[src/rtl/axis_fifo.sv]
// AXI4-Stream single-clock FIFO with DEPTH words and first-word-fall-through output; head visible right after the write edge.
// Latency: a word written at edge k is presented after edge k. s_axis_tready is low when full or in reset; m_axis_tready is ignored when empty.
module axis_fifo #(
    parameter int WIDTH      = 32,
    parameter int ADDR_WIDTH = 4
) (
    input  logic             aclk,
    input  logic             aresetn,
    input  logic [WIDTH-1:0] s_axis_tdata,
    input  logic             s_axis_tvalid,
    output logic             s_axis_tready,
    output logic [WIDTH-1:0] m_axis_tdata,
    output logic             m_axis_tvalid,
    input  logic             m_axis_tready
);

    localparam int DEPTH = 1 << ADDR_WIDTH;
    localparam logic [ADDR_WIDTH:0] FULL_CNT = (ADDR_WIDTH+1)'(DEPTH);

    logic [WIDTH-1:0]      mem_q [DEPTH];
    logic [ADDR_WIDTH-1:0] wr_ptr_q, wr_ptr_d;
    logic [ADDR_WIDTH-1:0] rd_ptr_q, rd_ptr_d;
    logic [ADDR_WIDTH:0]   count_q, count_d;
    logic                  s_rdy_q, s_rdy_d;
    logic                  m_vld_q, m_vld_d;
    logic                  wr_en;
    logic                  rd_en;

    // Handshakes use only registered flags, so no input reaches an output control.
    assign wr_en = s_axis_tvalid & s_rdy_q;
    assign rd_en = m_vld_q & m_axis_tready;

    always_comb begin
        wr_ptr_d = wr_ptr_q;
        rd_ptr_d = rd_ptr_q;
        count_d  = count_q;
        if (wr_en) wr_ptr_d = wr_ptr_q + ADDR_WIDTH'(1);
        if (rd_en) rd_ptr_d = rd_ptr_q + ADDR_WIDTH'(1);
        case ({wr_en, rd_en})
            2'b10:   count_d = count_q + (ADDR_WIDTH+1)'(1);
            2'b01:   count_d = count_q - (ADDR_WIDTH+1)'(1);
            default: count_d = count_q;
        endcase
        s_rdy_d = (count_d != FULL_CNT);
        m_vld_d = (count_d != '0);
    end

    always_ff @(posedge aclk or negedge aresetn) begin
        if (!aresetn) begin
            wr_ptr_q <= '0;
            rd_ptr_q <= '0;
            count_q  <= '0;
            s_rdy_q  <= 1'b0;
            m_vld_q  <= 1'b0;
        end else begin
            wr_ptr_q <= wr_ptr_d;
            rd_ptr_q <= rd_ptr_d;
            count_q  <= count_d;
            s_rdy_q  <= s_rdy_d;
            m_vld_q  <= m_vld_d;
        end
    end

    // Storage is deliberately left uncleared by reset.
    always_ff @(posedge aclk) begin
        if (wr_en) mem_q[wr_ptr_q] <= s_axis_tdata;
    end

    assign s_axis_tready = s_rdy_q;
    assign m_axis_tvalid = m_vld_q;
    assign m_axis_tdata  = m_vld_q ? mem_q[rd_ptr_q] : '0;

endmodule

[config.mk]
export PLATFORM = sky130hd
export DESIGN_NAME = axis_fifo
export DESIGN_NICKNAME = d
export VERILOG_FILES = /design/src/rtl/axis_fifo.sv
export SDC_FILE = /design/constraint.sdc
export NUM_CORES = 1
export LEC_CHECK = 0
export CAP_MARGIN = 20
export CELL_PAD_IN_SITES_DETAIL_PLACEMENT = 1
export CELL_PAD_IN_SITES_GLOBAL_PLACEMENT = 1
export CORE_MARGIN = 2
export CORE_UTILIZATION = 28
export CTS_CLUSTER_DIAMETER = 100
export DETAILED_ROUTE_END_ITERATION = 8
export HOLD_SLACK_MARGIN = 0.15
export PLACE_DENSITY = 0.58
export REMOVE_ABC_BUFFERS = 1
export SYNTH_ARGS = -nofsm -noshare
export SYNTH_HDL_FRONTEND = slang
export SYNTH_SLANG_ARGS = --single-unit
[constraint.sdc]
create_clock -name aclk -period 2.5 [get_ports aclk]
set_input_delay 0.5 -clock aclk [delete_from_list [all_inputs] [get_ports aclk]]
set_output_delay 0.5 -clock aclk [all_outputs]
set_load 0.02 [all_outputs]
# [After elaboration in Yosys (flattened, before gate mapping)]
# Memory sizes are Yosys's and may differ from the RTL's.
# Index checks and enable logic that the tools add are counted.
# W data, S select, Z words.
[op_classes] addsub=4 mul=0 div_mod_pow=0 n_lt_le_gt_ge=0 eq_ne=3 shifts=0 mux=4 bitwise=2 reduce_logical=1
[op_table] operator="$mux W32" n=1
[op_table] operator="$pmux W5 S2" n=1
[op_table] operator="$add A4 B1 Y4 const B" n=2
[op_table] operator="$add A5 B1 Y5 const B" n=1
[op_table] operator="$ne A5 B5 Y1 const B" n=1
[op_table] operator="$reduce_bool A5 Y1" n=1
[op_table] operator="$sub A5 B1 Y5 const B" n=1
[op_table] operator="$and A1 B1 Y1" n=2
[op_table] operator="$eq A2 B1 Y1 const B" n=1
[op_table] operator="$eq A2 B2 Y1 const B" n=1
[op_table] operator="$mux W1" n=2
[word_totals] regBits=15 latchBits=0 ramBits=512 mem_bits_ro=0 in_bits=36 n_memories=1
[mem_list] memory="mem_q" words=16 width=32 read_ports=1 rd_clocked_by_memory_dff=0 write_ports=1 line="20" text="logic [WIDTH-1:0] mem_q [DEPTH];"

# [Depth between registers and ports, before layout]
# Gate-level depths: netlist of the first run.
[depth] depth_word=4 ltp_mapped=11

# [Worst setup path after synthesis of the first run]
# Ideal clock, no wire load.
[synth_path] path_kind="in2reg" from="input s_axis_tvalid" to="register s_rdy_q (netlist: s_axis_tready)" setup_time_ns=0.134 arrival_ns=2.413 required_time_ns=2.366 setup_slack_ns=-0.047 cell_stages=11 n_path_buf=1 cell_sequence="and2_1 -> buf_2 -> inv_2 -> nand2_1 -> xnor2_1 -> ha_1 -> a21oi_1 -> or3_1 -> a2111o_1 -> a31oi_1 -> nand4_1"
[synth_via] elab_chain_len=4 elab_cells_between_ends=5 classes_between="3 x eq/ne; 1 x mux; 1 x bitwise"
[synth_rtl] item="from (decl)" line="10" text="input logic s_axis_tvalid,"
[synth_rtl] item="$and A1 B1 Y1 (*)" line="30" text="assign wr_en = s_axis_tvalid & s_rdy_q;"
[synth_rtl] item="$eq A2 B1 Y1 / $eq A2 B2 Y1 (equally long branches)" line="39" text="case ({wr_en, rd_en})"
[synth_rtl] item="$pmux W5 S2 (*)" line="39"
[synth_rtl] item="$ne A5 B5 Y1 (*)" line="44" text="s_rdy_d = (count_d != FULL_CNT);"
[synth_rtl] item="via s_rdy_d" line="24" text="logic s_rdy_q, s_rdy_d;"
[synth_rtl] item="to (signal assigned)" line="59" text="s_rdy_q <= s_rdy_d;"
[synth_rtl] item="to (decl)" line="24"
# The timed path passes the listed nets; every way through them passes the cells marked *.
# A chain may end at the register's enable or synchronous reset.

# [Final worst setup path of the first run]
[layout_path] from="register rd_ptr_q[0]" to="output m_axis_tdata[11]"
[layout_via] elab_chain_len=2
[layout_rtl] item="from (decl)" line="22" text="logic [ADDR_WIDTH-1:0] rd_ptr_q, rd_ptr_d;"
[layout_rtl] item="from (signal assigned)" line="57" text="rd_ptr_q <= rd_ptr_d;"
[layout_rtl] item="$mem_v2 Z16 W32"
[layout_rtl] item="$mux W32" line="71" text="assign m_axis_tdata = m_vld_q ? mem_q[rd_ptr_q] : '0;"
[layout_rtl] item="to (decl)" line="12" text="output logic [WIDTH-1:0] m_axis_tdata,"
# No other way between the ends.

==> results of run 1 <==
[sequential cells by signal (all words and copies together) (netlist names)]
register and flops:
m_axis_tvalid 1, count_q 5, mem_q 512, wr_ptr_q 4, s_axis_tready 1, rd_ptr_q 4
[cell type report]
type | count | area [um2] | area share
inverters | 6 | 22.5 | 0.000885
clock inverters | 17 | 115 | 0.00452
diodes | 2 | 5.00 | 0.000197
multi-input cells | 273 | 4480 | 0.176
clock buffers | 80 | 1480 | 0.0581
well taps | 950 | 1190 | 0.0467
repair buffers | 176 | 2410 | 0.0946
flip-flops and latches | 527 | 15800 | 0.619
[through the flow]
step | hold slack [ps] | worst slack, ps | total power [uW] | setup TNS, ps | cell area (um2)
2_1_floorplan | 204 | -4330 | 16500 | -151820 | 20100
3_3_place_gp | 459 | -632 | 22000 | -19600 | 23500
3_5_place_dp | 471 | -636 | 22200 | -20730 | 23500
4_1_cts | 223 | -881 | 30100 | -26390 | 25300
5_1_grt | 250 | -907 | 31700 | -26890 | 25500
6_report | 251 | -828 | 30300 | -24130 | 25500
[kinds of logic after synthesis]
| kind of cell | share of synthesized area |
|---|---|
| buffers and inverters | 0.0134 |
| xor gates and xnor gates | 0.00430 |
| adders and majority gates | 0.00429 |
| and+or+nand+nor | 0.0234 |
| muxes | 0.177 |
| DFF | 0.772 |
| AOI/OAI and AO/OA | 0.00503 |
[power by group through the flow]
stage               clock [uW]  combinational, uW  sequential (uW)
floorplan                    0               4700            11800
global placement             0              10800            11200
detailed placement           0              10900            11200
CTS                       7600              11500            11100
global route              7920              12600            11100
finish                    7400              11800            11000
[Yosys cell counts, drive strengths merged (3+ instances only)]
cell | count | area, um2
and3 | 6 | 37.5
ha | 7 | 87.6
clkbuf | 16 | 60.1
mux4 | 160 | 3600
nand3 | 4 | 20.0
nand4 | 3 | 18.8
inv | 6 | 22.5
nand2 | 11 | 41.3
xnor2 | 9 | 78.8
edfxtp | 512 | 15400
nor3 | 3 | 15.0
buf | 27 | 190
dfrtp | 15 | 375
and2 | 45 | 282
[worst paths after layout]
check | endpoint | depth (start not counted) | startpoint
worst max-delay path | m_axis_tdata[11] | 7 | rd_ptr_q[0]
worst min-delay path | rd_ptr_q[0] | 2 | aresetn
worst max register to register | s_axis_tready | 10 | s_axis_tready
worst min register to register | count_q[4] | 1 | count_q[4]
max in group asynchronous | rd_ptr_q[1] | 2 | aresetn
min in group aclk | count_q[4] | 1 | count_q[4]
[layer usage]
layer	up-vias	part of all wire	GRT usage
li1	4007	-	-
met1	5099	0.43	0.184
met2	216	0.49	0.221
met3	83	0.059	0.0260
met4	6	0.022	0.0366
met5	-	0.00078	0
[timing repair]
action | 4_1_cts | 5_1_grt
hold buffers | 0 | 0
setup endpoints to repair | 33 | 34
gates cloned | 4 | 0
buffers inserted | 12 | 3
resized for setup | 182 | 63
[worst register-to-register path, cell delays in order, from the launching register on]
cell	delay, ps
dfrtp_1	370
and2_1	160
inv_2	60
nand2_1	90
xnor2_1	150
ha_1	200
a21oi_1	60
or3_1	350
a2111o_1	470
a31oi_4	230
nand4_1	130
==> out/qor.yml, run 1 <==
grt_pass1_wl_mm: 73.3
cts_sinks: 527
drcViolationCount: 0
cts_inserted_buffers: 53
intPower_uw: 21400
vias_per_cell: 4.63
worstSkewPairLatency_ps: 580
syn-cell-area_um2: 20400
power.density_nw_per_um2: 1190
final_util: 0.354
cts_tree: "yes"
path_clk_slew_ps: 60
nNetsFinal: 1080
path_buf_inv: 4
synth-seq-area-share: 0.772
h-tree-depth: 2
gr-total-overflow: 0
avgSynthCellArea_um2: 24.0
fin_ws_ps: -828
cts_buffer_depth: 3
ant_nets: 0
final_cells: 2031
hpwl_mm: 28.3
violations: "setup timing"
p_clk_frac: 0.244
initial_utilization: 0.284
areaGrowthSynthToFinish_pct: 24.9
setup-violations-final: 32
die_y_um: 274
finalClockSkew_ps: 11.5
maxSlewViolCount: 0
ir_drop_mv: 0.501
dp_cells: 1915
synth-seq-cells: 527
gp_congestion: 0.694
fin_crit_sh: 1.33
core_um2: 71900
synthCells: 849
ios: 70
row_count: 98
critical_path.cell_chain: "buf_12 -> buf_16 -> buf_4 -> mux4_2 -> mux4_2 -> and2_4 -> buf_6"
yosys_warnings: 0
synth_edf_count: 512
p_switching_uw: 8860
critPathMaxStageDelay_ps: 540
rsz0062_at_grt: "yes"
maxSlewHeadroom: 0.609
wl_mm: 49.7
first_iter_violations: 687
post_drt_wl_per_cell_um: 24.5
dieArea_um2: 75000
crit_family: "multiplexers"
vias: 9411
combPwrFrac: 0.391
drive_gt1_frac: 0.387
worstSetupPathType: "flop to output port"
async_reset_ff_frac: 0.0285
final_common_cell: "edfxtp_1"
seq_power_share: 0.365
grt_max_degree: 34
drt_pass1_iterations: 6
grtUsageTotal: 0.135
arrival_ps: 2830
placement.io_buffers: 69
fin_crit_ps: 3330
finalHoldViolCount: 0
status: "finished, violations left"
first_global_vias: 10500
swShare: 0.293
worstMarginPinSlew_ps: 584
die_x_um: 274
clockRootBuffer: "clkbuf_16"
hold_class: "input pin to async pin"
cp.required_ps: 2000
synthDistinctLibCells: 37
fillers: 7040
slowest_stage: "mux4_2"
power.leakage_uw: 0.00811
start_kind: "flop"
endpoint_kind: "output port"
ys.flop_type: "edfxtp_1"
cap_violations: 0
max_freq_ghz: 0.300
crit_fanout: 8
antenna_found_initial: 4
layout_common_cells: "edfxtp_1, mux4_2, buf_12, clkbuf_16, clkdlybuf4s50_1"
crit_path_frequent_cell: "mux4_2"
reg2reg_slack_ps: 120
(Power assumes the default switching activity.)
==> inputs of run 2 (changes only) <==
--- a/config.mk
+++ b/config.mk
@@ -8,9 +8,11 @@
 export CAP_MARGIN = 20
 export CELL_PAD_IN_SITES_DETAIL_PLACEMENT = 1
 export CELL_PAD_IN_SITES_GLOBAL_PLACEMENT = 1
-export CORE_MARGIN = 2
+export CORE_ASPECT_RATIO = 1.25
+export CORE_MARGIN = 1
 export CORE_UTILIZATION = 28
 export CTS_CLUSTER_DIAMETER = 100
+export CTS_CLUSTER_SIZE = 40
 export DETAILED_ROUTE_END_ITERATION = 8
 export HOLD_SLACK_MARGIN = 0.15
 export PLACE_DENSITY = 0.58
==> run 2 against run 1 <==
The run still ends with setup timing left; sequential power about the same; flip-flop and latch count unchanged; die area decreased by 1.4%; clock power decreased by 48%; first-iteration DRC count increased by 11%; largest cell class unchanged.
==> out/qor.yml, run 2 (synthesis gave the netlist of run 1 again) <==
status: "finished, violations left"
violations: "setup timing"
setup-violations-final: 32  # unchanged
hold_class: "input pin to async pin"
nNetsFinal: 1045  # -3.2%
endpoint_kind: "output port"
row_count: 110  # +12%
vias_per_cell: 4.67  # +0.80%
worstSkewPairLatency_ps: 550  # -30 ps
drive_gt1_frac: 0.376  # -0.0110
worstReg2RegEnd: "s_axis_tready"
fin_ws_ps: -843  # -15.6 ps
final_common_cell: "edfxtp_1"
cts_buffer_depth: 3  # unchanged
cp.required_ps: 2000  # about the same
first_global_vias: 10000  # -4.4%
finalClockSkew_ps: 21.7  # +10.2 ps
drcViolationCount: 0  # unchanged
fillers: 6933  # -1.5%
worstSetupPathType: "flop to output port"
core_um2: 72000  # +0.18%
hpwl_mm: 28.7  # +1.3%
h-tree-depth: 1  # -1
die_x_um: 243  # -11%
path_clk_slew_ps: 130  # +70 ps
power.leakage_uw: 0.00760  # -6.3%
gr-total-overflow: 0  # unchanged
reg2regPathDepth: 10  # unchanged
layout_common_cells: "edfxtp_1, mux4_2, buf_12, clkdlybuf4s50_1"
max_freq_ghz: 0.299  # -0.47%
start_kind: "flop"
cap_violations: 0  # unchanged
maxSlewViolCount: 0  # unchanged
ir_drop_mv: 0.501  # about the same
final_util: 0.339  # -0.0155
vias: 9150  # -2.8%
post_drt_wl_per_cell_um: 25.0  # +2.1%
maxSlewHeadroom: 0.617  # +0.00755
worstMarginPinSlew_ps: 573  # -11.3 ps
grt_pass1_wl_mm: 71.2  # -2.9%
final_cells: 1959  # -3.5%
first_iter_violations: 765  # +11%
top_regs: "mem_q: 512 flops, count_q: 5 flops"
reg2reg_slack_ps: 160  # +40 ps
wl_mm: 49.0  # -1.5%
gp_congestion: 0.738  # +6.3%
die_y_um: 304  # +11%
fin_tns_setup_ps: -24190  # -54.3 ps
power.density_nw_per_um2: 1100  # -7.3%
areaGrowthSynthToFinish_pct: 19.6
dieArea_um2: 73900  # -1.4%
ant_nets: 0  # unchanged
grtUsageTotal: 0.132  # -0.00298
cts_sinks: 527  # unchanged
drt_pass1_iterations: 4  # -2
cts_hold_buf: 0  # unchanged
antenna_found_initial: 2  # -2
initial_utilization: 0.283  # -0.000503
ios: 70  # unchanged
top_register: "mem_q"
rsz0062_at_grt: "yes"
finalHoldViolCount: 0  # unchanged
clockRootBuffer: "clkbuf_16"
cts_tree: "yes"
cts_inserted_buffers: 17  # -68%
fin_crit_ps: 3340  # +15.6 ps
grt_max_degree: 42  # +24%
r2r_start: "s_axis_tready"
dp_cells: 1908  # -0.37%
arrival_ps: 2840  # about the same
placement.io_buffers: 69  # unchanged
crit_fanout: 6  # -2
num_antenna_cells: 0  # -2
fin_crit_sh: 1.34  # +0.00623
largest_register_ff_count: 512  # unchanged
run 2: cell types whose count changed in the layout (fill, tap and decap cells not counted), sizes merged:
cell | previous run | this run
clkbuf | 80 | 23
clkinv | 12 | 1
inv | 10 | 7
diode | 2 | 0
bufinv | 1 | 0
clkdlybuf4s50 | 36 | 37
dlymetal6s2s | 1 | 0
run 2: area by class of cell:
type / count / area (um2) / share of cell area
clock inverters: 2 / 36.3 / 0.00149
multi-input cells: 273 / 4490 / 0.184
inverters: 6 / 22.5 / 0.000923
clock buffers: 22 / 444 / 0.0182
well taps: 952 / 1190 / 0.0488
repair buffers: 177 / 2440 / 0.100
flip-flops and latches: 527 / 15800 / 0.646
run 2: layer usage:
layer / wire length, um / track usage
met1: 20200 / 0.166
met2: 26900 / 0.247
met3: 1390 / 0.0136
met4: 429 / 0.0174
met5: 24 / 0
run 2: repair_timing:
action,in CTS,in global routing
pin swaps,1,1
setup endpoints to repair,34,34
buffers inserted,18,4
gates cloned,9,1
resized for setup,232,22
run 2: report_power, final:
part,internal (uW),total (uW),switching (uW)
Combinational,6630,12000,5380
Sequential,10700,11000,366
Clock,1310,3850,2530
Total,18600,26900,8280
run 2: worst max-delay path by stage:
stage,from,end,slack [ps],cells past startpoint
final,rd_ptr_q[0],m_axis_tdata[11],-840,8
after global routing,rd_ptr_q[0],m_axis_tdata[11],-930,8
after CTS,rd_ptr_q[0],m_axis_tdata[11],-870,8
after detailed placement,rd_ptr_q[0],m_axis_tdata[15],-660,6
after global placement,rd_ptr_q[0],m_axis_tdata[15],-620,6
after floorplan,rd_ptr_q[0],m_axis_tdata[0],-4330,3
run 2: metrics by stage:
stage,setup slack [ps],cell area [um2],total power [uW],hold WS [ps]
floorplan,-4330,20100,16500,204
global placement,-621,23300,21700,467
detailed placement,-659,23300,21800,474
CTS,-872,24300,27200,262
global route,-928,24400,28000,290
finish,-843,24400,26900,272
run 2: critical path: stages, from the launching register on:
cell and delay, ps:
dfrtp_4 530, buf_12 150, buf_8 130, buf_12 140, buf_12 140, mux4_2 410
mux4_2 480, and2_4 170, buf_6 120
